<file path="config.mk">
export PLATFORM = sky130hd
export DESIGN_NAME = truth_table_capture_flat
export DESIGN_NICKNAME = d
export VERILOG_FILES = /design/src/rtl/truth_table_capture_if.sv /design/src/rtl/truth_table_capture.sv /design/src/flat_wrapper.sv
export SDC_FILE = /design/constraint.sdc
export NUM_CORES = 1
export LEC_CHECK = 0
export CORE_MARGIN = 2
export CORE_UTILIZATION = 44
export CTS_CLUSTER_SIZE = 30
export DETAILED_ROUTE_END_ITERATION = 8
export PLACE_DENSITY = 0.81
export SYNTH_ARGS = -nofsm -noshare
export SYNTH_HDL_FRONTEND = slang
export SYNTH_SLANG_ARGS = --single-unit
</file>
<file path="constraint.sdc">
create_clock -name clk -period 1.75 [get_ports clk]
set_input_delay 0.35 -clock clk [delete_from_list [all_inputs] [get_ports clk]]
set_output_delay 0.35 -clock clk [all_outputs]
set_load 0.02 [all_outputs]
</file>
<file path="src/rtl/truth_table_capture_if.sv">
// Handshake and data bundle between a truth-table sweeper and the function under test.
// The master side drives start/f/exp; the slave side (the sweeper) drives the vector and results.
interface truth_table_capture_if;
    logic        start;
    logic        f;
    logic [15:0] exp;
    logic        A;
    logic        B;
    logic        C;
    logic        D;
    logic        busy;
    logic        done;
    logic [15:0] tt;
    logic [4:0]  ones;
    logic        mismatch;
    logic [3:0]  mis_idx;

    modport master (
        output start, f, exp,
        input  A, B, C, D, busy, done, tt, ones, mismatch, mis_idx
    );

    modport slave (
        input  start, f, exp,
        output A, B, C, D, busy, done, tt, ones, mismatch, mis_idx
    );
endinterface

</file>
<file path="src/rtl/truth_table_capture.sv">
// Sweeps all 16 input vectors of a 4-input function, lets each settle, and captures the
// resulting truth table together with a ones count and a first-mismatch report.
module truth_table_capture #(
    parameter int unsigned SETTLE = 2
) (
    input logic                  clk,
    input logic                  rst,
    truth_table_capture_if.slave bus
);

    typedef enum logic [1:0] {StIdle, StSettle, StSample, StDone} state_e;

    localparam logic [3:0] WcntLast = 4'(SETTLE - 1);

    state_e      state_q;
    logic [3:0]  idx_q;
    logic [3:0]  wcnt_q;
    logic [15:0] tt_q;
    logic [4:0]  ones_q;
    logic        mismatch_q;
    logic [3:0]  mis_idx_q;
    logic        busy_q;
    logic        done_q;
    logic [3:0]  vec_q;

    always_ff @(posedge clk) begin
        if (rst) begin
            state_q    <= StIdle;
            idx_q      <= 4'd0;
            wcnt_q     <= 4'd0;
            tt_q       <= 16'd0;
            ones_q     <= 5'd0;
            mismatch_q <= 1'b0;
            mis_idx_q  <= 4'd0;
            busy_q     <= 1'b0;
            done_q     <= 1'b0;
            vec_q      <= 4'd0;
        end else begin
            unique case (state_q)
                StIdle: begin
                    if (bus.start) begin
                        idx_q      <= 4'd0;
                        wcnt_q     <= 4'd0;
                        tt_q       <= 16'd0;
                        ones_q     <= 5'd0;
                        mismatch_q <= 1'b0;
                        mis_idx_q  <= 4'd0;
                        busy_q     <= 1'b1;
                        vec_q      <= 4'd0;
                        state_q    <= StSettle;
                    end
                end
                StSettle: begin
                    wcnt_q <= wcnt_q + 4'd1;
                    if (wcnt_q == WcntLast) begin
                        state_q <= StSample;
                    end
                end
                StSample: begin
                    tt_q[idx_q] <= bus.f;
                    // At most 16 samples, so the 5-bit count cannot wrap.
                    ones_q      <= ones_q + {4'd0, bus.f};
                    if ((bus.f != bus.exp[idx_q]) && !mismatch_q) begin
                        mismatch_q <= 1'b1;
                        mis_idx_q  <= idx_q;
                    end
                    if (idx_q == 4'd15) begin
                        busy_q  <= 1'b0;
                        done_q  <= 1'b1;
                        vec_q   <= 4'd0;
                        state_q <= StDone;
                    end else begin
                        idx_q   <= idx_q + 4'd1;
                        wcnt_q  <= 4'd0;
                        vec_q   <= idx_q + 4'd1;
                        state_q <= StSettle;
                    end
                end
                StDone: begin
                    done_q  <= 1'b0;
                    state_q <= StIdle;
                end
                default: begin
                    state_q <= StIdle;
                end
            endcase
        end
    end

    assign bus.A        = vec_q[3];
    assign bus.B        = vec_q[2];
    assign bus.C        = vec_q[1];
    assign bus.D        = vec_q[0];
    assign bus.busy     = busy_q;
    assign bus.done     = done_q;
    assign bus.tt       = tt_q;
    assign bus.ones     = ones_q;
    assign bus.mismatch = mismatch_q;
    assign bus.mis_idx  = mis_idx_q;

endmodule

</file>
<file path="src/flat_wrapper.sv">
// flat-port wrapper written by rule: the top's interface ports become plain ports
module truth_table_capture_flat 
#(
    parameter int unsigned SETTLE = 2
)
  (clk, rst, bus_start, bus_f, bus_exp, bus_A, bus_B, bus_C, bus_D, bus_busy, bus_done, bus_tt, bus_ones, bus_mismatch, bus_mis_idx);
  truth_table_capture_if bus_i ();
  input logic clk;
  input logic rst;
  input wire logic [$bits(bus_i.start)-1:0] bus_start;
  input wire logic [$bits(bus_i.f)-1:0] bus_f;
  input wire logic [$bits(bus_i.exp)-1:0] bus_exp;
  output wire logic [$bits(bus_i.A)-1:0] bus_A;
  output wire logic [$bits(bus_i.B)-1:0] bus_B;
  output wire logic [$bits(bus_i.C)-1:0] bus_C;
  output wire logic [$bits(bus_i.D)-1:0] bus_D;
  output wire logic [$bits(bus_i.busy)-1:0] bus_busy;
  output wire logic [$bits(bus_i.done)-1:0] bus_done;
  output wire logic [$bits(bus_i.tt)-1:0] bus_tt;
  output wire logic [$bits(bus_i.ones)-1:0] bus_ones;
  output wire logic [$bits(bus_i.mismatch)-1:0] bus_mismatch;
  output wire logic [$bits(bus_i.mis_idx)-1:0] bus_mis_idx;
  assign bus_i.start = bus_start;
  assign bus_i.f = bus_f;
  assign bus_i.exp = bus_exp;
  assign bus_A = bus_i.A;
  assign bus_B = bus_i.B;
  assign bus_C = bus_i.C;
  assign bus_D = bus_i.D;
  assign bus_busy = bus_i.busy;
  assign bus_done = bus_i.done;
  assign bus_tt = bus_i.tt;
  assign bus_ones = bus_i.ones;
  assign bus_mismatch = bus_i.mismatch;
  assign bus_mis_idx = bus_i.mis_idx;
  truth_table_capture #(.SETTLE(SETTLE)) u_core (.clk(clk), .rst(rst), .bus(bus_i));
endmodule
</file>
==> impl_metrics.toml <==
[floorplan]
design.die.area_sq_um = 5390
pin_count = 52
die_w_um = 73.4
row_count = 25
fp.dieH_um = 73.4
core_sq_um = 4690
start_util = 0.452

[logic_synthesis]
postSynthCellCount = 256
syn_area_sq_um = 2120
synth.largest_area_cell = "dfxtp_1"
yosysTopAreaCellShare = 0.397
yosysSeqAreaShare = 0.397
synthTopCellsByArea = "dfxtp_1 40%, a21oi_1 6.6%, mux2i_1 5.7%"
ys_ff_latch = 42
syn_avg_cell_area_sq_um = 8.28
synth.net_count = 284
yosysWarnings = 0
ys_types = 32

[timing]
tightestPinTransition_ns = 0.426
fmax_ghz = 0.566
period_minus_slack_ns = 1.77
final.setup.tns_ns = -0.0381
relSlewSlack = 0.715
rsz0062_at_grt = "yes"
whs_ns = 0.464
setup_violations = 4
finalClockSkew_ns = 0.00791
post-route-period-util = 1.01
hold_viol_final = 0
slew_viol_final = 0
setup_ws_ns = -0.0169

[drt]
ant_nets = 0
firstDrtPassIters = 6
routed_via_density = 5.49
drtIter0Drc = 151
routedWlPerCell_um = 14.2
drc = 0
routed_wl_mm = 5.17
via_count = 1993

[run]
drv_cap = 0

[critical_path]
rrSetupSlack_ns = -0.01
r2r-start = "u_core.idx_q[1]$_SDFFE_PP0P_"
critical-path-slowest-cell = "mux4_2"
cp_num_buf_inv = 1
critical_path.most_common_cell = "mux2i_1"
startpoint = "bus_exp[0]"
path_class = "primary input to flip-flop"
worstRegToRegCells = 5
path_cells = "clkdlybuf4s50_1, mux2i_1, mux4_2, xor2_2, o22ai_4, mux2i_1"
required_ns = 1.98
crit_fanout = 5
crit_family = "multiplexers"
cpPeakStageDelay_ns = 0.48
crit_path_end_kind = "flip-flop"
cp-start-kind = "primary input"
arrival_ns = 1.99
r2r_end = "u_core.bus.mis_idx[3]$_SDFFE_PP0P_"

[power_and_ir_drop]
power_leakage_nw = 1.03
p_total_mw = 1.92
pwr_density_cell_nw_per_um2 = 673
peakVddDrop_mv = 0.483

[placed_design]
place_area_sq_um = 2740
dp.cells = 355
place_hpwl_mm = 3.71
io_buffers = 51
place_congestion = 0.763

[hold_path]
worstHoldEndpoint = "u_core.vec_q[3]$_SDFFE_PP0P_"
hp-start = "u_core.vec_q[3]$_SDFFE_PP0P_"
worstHoldPathCells = 2
min_path_type = "flip-flop to flip-flop"

[global_routing]
grt_overflow = 0
grt_usage = 0.196
first_global_vias = 1804
antenna_found_initial = 0
grt_pass1_wl_mm = 8.32
grt_max_degree = 27

[layout]
instances_no_fill = 363
syn_to_final_growth_pct = 34.7
drive_above_1_share = 0.100
fin_nets = 336
n_fill_cell = 407
antenna_cells = 0
finalInstanceArea_sq_um = 2850

[cts]
tritoncts = "done"
clk_path_buf_depth = 2
root_buffer = "clkbuf_8"
cts_htree_levels = 2
cts.sinks = 42
cts_inserted_buffers = 5
clock_latency_ns = 0.30
clk_pin_slew_ns = 0.08

[run_status]
failed_checks = "negative setup slack"
outcome = "complete, but fails checks"
## synthesized netlist by cell type
master	instances
o21bai_1	1
nand4_1	2
or2_2	1
or3_1	1
nand3b_1	1
nor2_1	26
a21oi_1	28
and2_1	3
and3_1	2
nor3_1	2
mux2i_1	12
nand3_1	15
a21o_1	2
inv_1	6
ha_1	8
nand2_1	21
dfxtp_1	42
buf_6	1
o22ai_4	1
nand2b_1	3
a221oi_1	1
buf_2	1
o21a_1	2
a21boi_0	14
o21ai_0	21
mux4_2	2
xor2_1	6
nor2b_1	4
a22o_1	2
a22oi_1	4
clkbuf_1	19
o22a_1	2
## registers in the layout, indices dropped and copies added, names as in the netlist
name / cells
u_core.idx_q: 4
u_core.state_q: 2
u_core.bus.done: 1
u_core.bus.busy: 1
u_core.wcnt_q: 4
u_core.bus.ones: 5
u_core.vec_q: 4
u_core.bus.tt: 16
u_core.bus.mis_idx: 4
u_core.bus.mismatch: 1
## report_power, final
part           internal, mW  switching [mW]  total [mW]
Clock                 0.420           0.331       0.751
Combinational        0.0962           0.107       0.203
Sequential            0.962         0.00628       0.968
Total                  1.48           0.444        1.92
## worst register-to-register path, delay by kind of cell (launching register included)
| family | cells | cell delay [ns] |
|---|---|---|
| flops | 1 | 0.44 |
| mux | 3 | 0.82 |
| compound gates | 1 | 0.24 |
| xor+xnor | 1 | 0.18 |
## final cells by class
type | count | area, sq um | area share
Multi-Input combinational cell | 187 | 1180 | 0.415
Sequential cell | 42 | 845 | 0.296
Tap cell | 54 | 67.6 | 0.0237
Clock buffer | 5 | 68.8 | 0.0241
Timing Repair Buffer | 66 | 626 | 0.219
Inverter | 6 | 22.5 | 0.00789
Clock inverter | 3 | 40.0 | 0.0140
## cell usage in the layout (no fill, tap or decap), drive strengths merged, types with 2 or more instances in the layout
| cell | Yosys | layout |
|---|---|---|
| a21boi | 14 | 14 |
| inv | 6 | 6 |
| o21a | 2 | 2 |
| a22o | 2 | 2 |
| a21o | 2 | 2 |
| nand2b | 3 | 3 |
| clkinv | 0 | 2 |
| xor2 | 6 | 6 |
| nor3 | 2 | 2 |
| mux4 | 2 | 2 |
| buf | 2 | 15 |
| nand3 | 15 | 15 |
| ha | 8 | 8 |
| clkbuf | 19 | 5 |
| nor2b | 4 | 4 |
| dlygate4sd2 | 0 | 8 |
| nor2 | 26 | 26 |
| nand2 | 21 | 21 |
| o22a | 2 | 2 |
| o21ai | 21 | 21 |
| a21oi | 28 | 28 |
| and2 | 3 | 3 |
| dfxtp | 42 | 42 |
| and3 | 2 | 2 |
| nand4 | 2 | 2 |
| a22oi | 4 | 4 |
| mux2i | 12 | 12 |
| clkdlybuf4s50 | 0 | 43 |
## kinds of logic (layout without fill, tap and decap cells)
logic type               count (synthesis)  count (layout)  share of synthesized area
multiplexers                            14              14                     0.0779
XOR/XNOR                                 6               6                     0.0248
AND/OR/NAND/NOR                         81              81                      0.174
buffers and inverters                   27              80                     0.0519
AO/OA/AOI/OAI                           78              78                      0.227
adder cells (fa/ha/maj)                  8               8                     0.0472
flip-flops                              42              42                      0.397
## per-stage QoR
stage               worst slack, ns  utilization
global route                -0.0957        0.608
CTS                         -0.0154        0.608
finish                      -0.0169        0.608
floorplan                    0.0368            -
detailed placement           -0.380        0.585
global placement             -0.313        0.585
## metal layers
layer / up-vias / global-route usage / wire length [um]
met4: 0 / 0.0687 / 102
met2: 59 / 0.327 / 2530
met3: 10 / 0.0398 / 276
met5: - / 0 / 0
li1: 986 / - / -
met1: 938 / 0.253 / 2260
## how the worst max path moves through the flow
stage                                               to  slack (ns)  cells past startpoint
global route        u_core.bus.mis_idx[2]$_SDFFE_PP0P_        -0.1                      5
global placement    u_core.bus.mis_idx[3]$_SDFFE_PP0P_       -0.31                      6
CTS                 u_core.bus.mis_idx[3]$_SDFFE_PP0P_       -0.02                      5
finish              u_core.bus.mis_idx[3]$_SDFFE_PP0P_       -0.02                      6
detailed placement    u_core.bus.mismatch$_SDFFE_PP0P_       -0.38                      6
floorplan           u_core.bus.mis_idx[0]$_SDFFE_PP0P_        0.04                      6
## timing repair
item,CTS,global route
cloned,0,0
endpoints found under the setup margin,7,9
buffers inserted,0,0
hold buffers,0,0
resized for setup,10,4
Power figures use the tool's default switching activity.
